### src/rtl/rst_seq_sync.sv
// rst_seq_sync: reset synchronizer and ordered release sequencer for one
// clock domain. RST asynchronously asserts every channel reset; release is
// synchronized through a NUM_STAGES flop chain, held for MIN_HOLD cycles,
// then channels are released one by one (bit 0 first) with GAP+1 cycles
// between consecutive releases.
//
// Ports:
//   CLK       destination-domain clock
//   RST       asynchronous active-high reset
//   SW_RST    synchronous software reset request (active-high, level)
//   GAP       extra idle cycles between channel releases (latched per sequence)
//   SYNC_RST  per-channel active-low resets, contiguous ones from bit 0
//   RST_DONE  high once every channel is released
//
// Build option: define RST_SEQ_SW_RST_EN to make SW_RST functional; when
// undefined the port is kept but ignored.

module rst_seq_sync #(
    parameter int unsigned NUM_STAGES = 2,
    parameter int unsigned NUM_CH     = 3,
    parameter int unsigned MIN_HOLD   = 4,
    parameter int unsigned GAP_W      = 4
) (
    input  logic              CLK,
    input  logic              RST,
    input  logic              SW_RST,
    input  logic [GAP_W-1:0]  GAP,
    output logic [NUM_CH-1:0] SYNC_RST,
    output logic              RST_DONE
);

    localparam int unsigned HOLD_W = (MIN_HOLD < 2) ? 1 : $clog2(MIN_HOLD);
    localparam int unsigned IDX_W  = (NUM_CH < 2) ? 1 : $clog2(NUM_CH);
    localparam logic [HOLD_W-1:0] HOLD_LAST = HOLD_W'(MIN_HOLD - 1);
    localparam logic [IDX_W-1:0]  IDX_LAST  = IDX_W'(NUM_CH - 1);
    localparam logic [NUM_CH-1:0] CH_ONE    = NUM_CH'(1);

    typedef enum logic [1:0] {
        ST_HOLD    = 2'd0,
        ST_RELEASE = 2'd1,
        ST_DONE    = 2'd2
    } state_t;

    state_t              state;
    logic [NUM_STAGES-1:0] sync_q;
    logic                sync_ok;
    logic [HOLD_W-1:0]   hold_cnt;
    logic [GAP_W-1:0]    gap_cnt;
    logic [GAP_W-1:0]    gap_q;
    logic [IDX_W-1:0]    idx;
    logic                sw_eff;

    // Software reset request, forced inactive when the feature is not built
`ifdef RST_SEQ_SW_RST_EN
    assign sw_eff = SW_RST;
`else
    logic unused_sw_rst;
    assign unused_sw_rst = SW_RST;
    assign sw_eff        = 1'b0;
`endif

    // Synchronizer chain: only RST clears it, software reset leaves it full
    always_ff @(posedge CLK or posedge RST) begin
        if (RST) begin
            sync_q <= '0;
        end else begin
            sync_q <= {sync_q[NUM_STAGES-2:0], 1'b1};
        end
    end

    assign sync_ok = sync_q[NUM_STAGES-1];

    // Release sequencer with registered outputs
    always_ff @(posedge CLK or posedge RST) begin
        if (RST) begin
            state    <= ST_HOLD;
            hold_cnt <= '0;
            gap_cnt  <= '0;
            gap_q    <= '0;
            idx      <= '0;
            SYNC_RST <= '0;
            RST_DONE <= 1'b0;
        end else if (sw_eff) begin
            // Wins over any release scheduled on this edge
            state    <= ST_HOLD;
            hold_cnt <= '0;
            gap_cnt  <= '0;
            idx      <= '0;
            SYNC_RST <= '0;
            RST_DONE <= 1'b0;
        end else begin
            case (state)
                ST_HOLD: begin
                    SYNC_RST <= '0;
                    RST_DONE <= 1'b0;
                    if (!sync_ok) begin
                        hold_cnt <= '0;
                    end else if (hold_cnt == HOLD_LAST) begin
                        // This edge is the MIN_HOLD-th qualifying edge
                        hold_cnt <= '0;
                        SYNC_RST <= CH_ONE;
                        gap_cnt  <= '0;
                        if (NUM_CH == 1) begin
                            state    <= ST_DONE;
                            RST_DONE <= 1'b1;
                        end else begin
                            state <= ST_RELEASE;
                            idx   <= IDX_W'(1);
                            gap_q <= GAP;
                        end
                    end else begin
                        hold_cnt <= hold_cnt + HOLD_W'(1);
                    end
                end

                ST_RELEASE: begin
                    // gap_q+1 edges per channel; GAP changes wait for the next run
                    if (gap_cnt == gap_q) begin
                        gap_cnt  <= '0;
                        SYNC_RST <= SYNC_RST | (CH_ONE << idx);
                        idx      <= idx + IDX_W'(1);
                        if (idx == IDX_LAST) begin
                            state    <= ST_DONE;
                            RST_DONE <= 1'b1;
                        end
                    end else begin
                        gap_cnt <= gap_cnt + GAP_W'(1);
                    end
                end

                ST_DONE: begin
                    SYNC_RST <= '1;
                    RST_DONE <= 1'b1;
                end

                default: begin
                    state    <= ST_HOLD;
                    hold_cnt <= '0;
                    gap_cnt  <= '0;
                    idx      <= '0;
                    SYNC_RST <= '0;
                    RST_DONE <= 1'b0;
                end
            endcase
        end
    end

endmodule

### config.mk
export PLATFORM = sky130hd
export DESIGN_NAME = rst_seq_sync
export DESIGN_NICKNAME = d
export VERILOG_FILES = /design/src/rtl/rst_seq_sync.sv
export SDC_FILE = /design/constraint.sdc
export NUM_CORES = 1
export LEC_CHECK = 0
export ABC_AREA = 1
export BUFFER_PORTS_ARGS = -buffer_cell sky130_fd_sc_hd__buf_2
export CORE_ASPECT_RATIO = 1.25
export CORE_MARGIN = 1.5
export CORE_UTILIZATION = 57
export CTS_BUF_LIST = sky130_fd_sc_hd__clkbuf_16
export DETAILED_ROUTE_END_ITERATION = 10
export PLACE_DENSITY_LB_ADDON = 0.25
export SLEW_MARGIN = 20
export SYNTH_ARGS = -nofsm -noshare
export SYNTH_HDL_FRONTEND = slang
export SYNTH_SLANG_ARGS = --single-unit
### constraint.sdc
create_clock -name CLK -period 2 [get_ports CLK]
set_clock_uncertainty 0.05 [all_clocks]
set_input_delay 0.3 -clock CLK [delete_from_list [all_inputs] [get_ports CLK]]
set_output_delay 0.3 -clock CLK [all_outputs]
set_load 0.05 [all_outputs]
==> results of run 1 <==
==> worst max-delay path, cell delays in order (launching register included) <==
cell and delay (ns):
dfrtp_1 0.40, inv_1 0.11, ha_1 0.26, inv_1 0.11, o21ai_0 0.13, a21oi_2 0.36, inv_2 0.10, nand2_1 0.07
o21ai_0 0.07
==> per-stage QoR <==
step	utilization	instance area [um2]	setup WS (ns)	hold slack, ns
global route	0.6984	1277	0.02078	0.2141
finish	0.6984	1277	0.2019	0.1253
detailed placement	0.6553	1199	0.1844	0.2934
floorplan	-	1139	0.4590	0.2138
CTS	0.6984	1277	0.1623	0.1499
global placement	0.6553	1199	0.2557	0.2843
==> worst max path at each step <==
| stage | to | startpoint | cells past startpoint | slack, ns |
|---|---|---|---|---|
| after floorplan | gap_cnt[0]$_DFFE_PP0P_ | state[0]$_DFFE_PP0P_ | 8 | 0.46 |
| after global placement | gap_cnt[1]$_DFFE_PP0P_ | state[1]$_DFFE_PP0P_ | 8 | 0.26 |
| after detailed placement | gap_cnt[0]$_DFFE_PP0P_ | state[1]$_DFFE_PP0P_ | 8 | 0.18 |
| after CTS | gap_cnt[0]$_DFFE_PP0P_ | state[1]$_DFFE_PP0P_ | 8 | 0.16 |
| after global routing | gap_cnt[1]$_DFFE_PP0P_ | state[1]$_DFFE_PP0P_ | 8 | 0.02 |
| final | gap_cnt[0]$_DFFE_PP0P_ | state[1]$_DFFE_PP0P_ | 8 | 0.20 |
==> metal layers <==
| layer | track usage | vias to the layer above | routed length, um |
|---|---|---|---|
| met2 | 0.4773 | 17 | 1253 |
| met3 | 0.04096 | 5 | 65 |
| met1 | 0.2587 | 457 | 926 |
| li1 | - | 479 | - |
| met4 | 0.1364 | 0 | 46 |
| met5 | 0 | - | 0 |
==> sequential cells by signal, summed over array words and instances, names as in the netlist <==
register,flops
RST_DONE,1
state,2
gap_q,4
hold_cnt,2
sync_q,2
idx,2
gap_cnt,4
SYNC_RST,3
==> placed cells by master (no fill, tap or decap), drive strengths merged <==
cell type / n
a21oi: 5
clkbuf: 3
or2: 1
nand4: 3
dfrtp: 20
inv: 21
a31oi: 1
nor2: 10
buf: 10
nand3: 13
xor2: 1
o21ai: 10
ha: 10
nand2: 48
clkinv: 1
conb: 1
==> power breakdown <==
part | internal, uW | total, uW | leakage (uW) | switching, uW
clock | 266 | 411 | 0.0000385 | 145
combinational | 300 | 940 | 0.000420 | 641
sequential | 548 | 667 | 0.000253 | 120
total | 1110 | 2020 | 0.000712 | 905
==> final cells by class <==
class / instances / area (um2)
fill: 163 / 551.8
multi-input combinational: 103 / 543.0
sequential: 20 / 500.5
inverter: 21 / 78.83
clock buffer: 3 / 75.07
timing repair buffer: 10 / 52.55
tap: 19 / 23.77
clock inverter: 1 / 3.754
==> cell families after synthesis <==
kind of cell,Yosys count,synth area share
simple gates,75,0.2813
buf+inv,23,0.08352
flops,20,0.4396
compound gates,16,0.07473
fa+ha+maj,10,0.1099
xor+xnor,1,0.007694
other cells,1,0.003294
==> impl_metrics.env, run 1 <==
export IMPL_grt_pass1_vias=1022
export IMPL_setup_viol=0
export IMPL_clk_path_buf_depth=2
export IMPL_synth_seq_cells=20
export IMPL_tns_ns=0
export IMPL_dpl_hpwl_um=1622
export IMPL_max_freq_mhz=556.1
export IMPL_finish_net_count=176
export IMPL_avgSynthCellArea_um2=7.799
export IMPL_detail_route_antenna_nets=0
export IMPL_initial_utilization=0.6224
export IMPL_maxSlewViolCount=0
export IMPL_core_um2=1829
export IMPL_insertion_delay_ns=0.25
export IMPL_synth_fp_nets=163
export IMPL_final_cells=177
export IMPL_ys_top_cells_by_area="dfrtp_1 (44%), nand2_1 (15%), ha_1 (11%)"
export IMPL_netlist_instances=146
export IMPL_placed_cells=173
export IMPL_grt_usage=0.2511
export IMPL_cts_root_buf="clkbuf_16"
export IMPL_die_x_um=42.98
export IMPL_hold_path_class="input pin to async pin"
export IMPL_synth_distinct_cells=20
export IMPL_grt_max_degree=21
export IMPL_cp_arrival_ns=1.88
export IMPL_status="completed"
export IMPL_drt_iter0_drc=34
export IMPL_die_height_um=52.97
export IMPL_synth_top_area_share=0.4396
export IMPL_reg2reg_from="state[1]$_DFFE_PP0P_"
export IMPL_clk_pin_slew_ns=0.06
export IMPL_ir_drop_mv=1.031
export IMPL_vias=958
export IMPL_leakage_uw=0.0007119
export IMPL_final_min_clock_period_ns=1.798
export IMPL_yosysMostFrequentCell="nand2_1"
export IMPL_viasPerCell=5.412
export IMPL_grt_pass1_wl_um=4195
export IMPL_drv_cap=0
export IMPL_rsz0062_at_grt="no"
export IMPL_synth_commonest_cells="nand2_1 (46), dfrtp_1 (20), inv_1 (19)"
export IMPL_dieArea_um2=2276
export IMPL_dr_pass1_iters=4
export IMPL_start_kind="flop"
export IMPL_worst_setup_path_end_kind="flop"
export IMPL_ys_seq_area_frac=0.4396
export IMPL_htreeDepth=1
export IMPL_post_route_period_util=0.8991
export IMPL_path_class="flop to flop"
export IMPL_max_slew_margin=0.4953
export IMPL_diodes=0
export IMPL_gp_congestion=0.8498
export IMPL_io_buffers=9
export IMPL_tritoncts="yes"
export IMPL_yosysTopAreaCell="dfrtp_1"
export IMPL_async_flop_share=1.000
export IMPL_finalPower_uw=2019
export IMPL_ys_flop_type="dfrtp_1"
export IMPL_r2r_setup_slack_ns=0.20
export IMPL_ctsHoldBuffers=0
export IMPL_grt_ovfl_total=0
export IMPL_ctsResizeCount=0
export IMPL_antenna_found_initial=0
export IMPL_syn_to_final_growth_pct=12.20
export IMPL_power_density_nw_per_um2=1581
export IMPL_syn_area_um2=1139
export IMPL_wirelength_um=2290
export IMPL_finalHoldViolations=0
export IMPL_synth_edf_count=0
export IMPL_ys_warn_count=0
export IMPL_r2r_end="gap_cnt[0]$_DFFE_PP0P_"
export IMPL_avgRoutedWirePerCell_um=12.94
export IMPL_cts_setup_buffers=0
export IMPL_critPathRequiredTime_ns=2.08
export IMPL_drc_errors=0
export IMPL_clock_sinks=20
export IMPL_cts_made_buffers=3
export IMPL_io_pins=11
export IMPL_reg2reg_depth=8
export IMPL_drive_above_1_share=0.1329
export IMPL_worst_pin_slew_ns=0.7562
export IMPL_worstPathMaxFanout=8
export IMPL_rows=17
Note: power is estimated with default switching activity, not from simulation.
==> inputs of run 2 (changes only) <==
==> constraint.sdc (replaced) <==
create_clock -name CLK -period 2 [get_ports CLK]
set_clock_uncertainty 0.05 [all_clocks]
set_input_delay 0 -clock CLK [delete_from_list [all_inputs] [get_ports CLK]]
set_output_delay 0 -clock CLK [all_outputs]
set_load 0.05 [all_outputs]
==> impl_metrics.env, run 2 (synthesis results as in run 1) <==
export IMPL_status="completed"
export IMPL_drc_errors=0
export IMPL_clk_pin_slew_ns=0.06
export IMPL_ctsResizeCount=0
export IMPL_drive_above_1_share=0.1341
export IMPL_die_height_um=52.97
export IMPL_die_x_um=42.98
export IMPL_vias=957
export IMPL_syn_to_final_growth_pct=19.56
export IMPL_grt_max_degree=21
export IMPL_dr_pass1_iters=4
export IMPL_ff_latch_area_um2=500.5
export IMPL_clk_path_buf_depth=2
export IMPL_viasPerCell=5.230
export IMPL_grt_usage=0.2384
export IMPL_multi_input_area_um2=543.0
export IMPL_htreeDepth=1
export IMPL_cts_root_buf="clkbuf_16"
export IMPL_final_cells=183
export IMPL_final_min_clock_period_ns=1.778
export IMPL_grt_pass1_wl_um=4002
export IMPL_initial_utilization=0.6224
export IMPL_clock_sinks=20
export IMPL_grt_ovfl_total=0
export IMPL_avgRoutedWirePerCell_um=12.50
export IMPL_gp_congestion=0.8431
export IMPL_leakage_uw=0.0007510
export IMPL_io_buffers=9
export IMPL_power_density_nw_per_um2=1590
export IMPL_setup_viol=0
export IMPL_dpl_cell_area_um2=1199
export IMPL_fill_cells=138
export IMPL_rsz0062_at_grt="no"
export IMPL_wirelength_um=2287
export IMPL_fin_util=0.7442
export IMPL_maxSlewViolCount=0
export IMPL_ir_drop_mv=0.9033
export IMPL_finalHoldViolations=0
export IMPL_hold_path_class="flop to flop"
export IMPL_dieArea_um2=2276
export IMPL_dpl_hpwl_um=1556
export IMPL_worst_pin_slew_ns=0.7619
export IMPL_detail_route_antenna_nets=0
export IMPL_worst_setup_path_end_kind="flop"
export IMPL_grt_pass1_vias=968
export IMPL_placed_cells=173
export IMPL_final_cell_mix="nand2_1 (46), dfrtp_1 (20), inv_1 (19)"
export IMPL_drv_cap=0
export IMPL_post_route_period_util=0.8892
export IMPL_design_area_um2=1361
export IMPL_tns_ns=0
export IMPL_insertion_delay_ns=0.26
export IMPL_path_class="flop to flop"
export IMPL_rows=17
export IMPL_reg_top3="gap_cnt (4), gap_q (4), SYNC_RST (3)"
export IMPL_drt_iter0_drc=24
export IMPL_diodes=0
export IMPL_finish_net_count=182
export IMPL_tritoncts="yes"
export IMPL_core_um2=1829
export IMPL_antenna_found_initial=0
export IMPL_whs_ns=0.3018
export IMPL_max_slew_margin=0.4915
export IMPL_max_freq_mhz=562.3
export IMPL_cp_arrival_ns=1.91
export IMPL_worstPathMaxFanout=8
export IMPL_critPathRequiredTime_ns=2.13
export IMPL_cts_made_buffers=3
export IMPL_start_kind="flop"
export IMPL_io_pins=11
export IMPL_final_common_cell="nand2_1"
run 2: cell count changes in the layout (fill, tap and decap cells not counted):
cell / previous run / this run
dlygate4sd3_1: 0 / 5
buf_4: 1 / 2
bufinv_16: 0 / 1
clkinv_1: 1 / 0
inv_1: 18 / 19
inv_2: 3 / 2
run 2: critical path, cell delays in order, from the launching register on:
cell and delay [ns]:
dfrtp_1 0.42, inv_1 0.14, ha_1 0.28, inv_1 0.10, o21ai_0 0.25, a21oi_2 0.05, buf_4 0.17, inv_1 0.11
nand2_1 0.06, o21ai_0 0.07
run 2: final timing paths:
path,from,endpoint,slack [ns],cells after the start
max in group asynchronous,RST,hold_cnt[1]$_DFFE_PP0N_,1.03,3
min reg2reg,sync_q[0]$_DFF_PP0_,sync_q[1]$_DFF_PP0_,0.30,0
min in group asynchronous,RST,state[1]$_DFFE_PP0P_,0.39,3
max reg2reg,state[1]$_DFFE_PP0P_,gap_cnt[0]$_DFFE_PP0P_,0.22,9
min,sync_q[0]$_DFF_PP0_,sync_q[1]$_DFF_PP0_,0.30,0
max,state[1]$_DFFE_PP0P_,gap_cnt[0]$_DFFE_PP0P_,0.22,9
run 2: cell type report:
type	instances	share of cell area
Multi-Input combinational cell	103	0.3989
Sequential cell	20	0.3676
Timing Repair Buffer	16	0.08088
Inverter	21	0.05790
Clock buffer	3	0.05515
Clock inverter	1	0.02206
Tap cell	19	0.01746
run 2: repair_timing:
item,4_1_cts,5_1_grt
endpoints found under the setup margin,0,1
setup buffers,0,1
hold endpoints to repair,24,0
hold buffers,5,0
run 2: layer usage:
metal	routed length, um	part of all wire	vias up	GRT usage
li1	-	-	492	-
met1	912	0.40	440	0.2359
met2	1261	0.55	20	0.4697
met3	71	0.031	5	0.03413
met4	42	0.018	0	0.1263
met5	0	0	-	0
run 2: report_power, final:
part	switching [uW]	internal [uW]
combinational	628	322
sequential	116	547
clock	154	397
run 2: through the flow:
step,power [uW],worst slack (ns)
2_1_floorplan,1391,0.4590
3_3_place_gp,1537,0.2525
3_5_place_dp,1577,0.2013
4_1_cts,2153,0.1977
5_1_grt,2348,0.03084
6_report,2165,0.2216
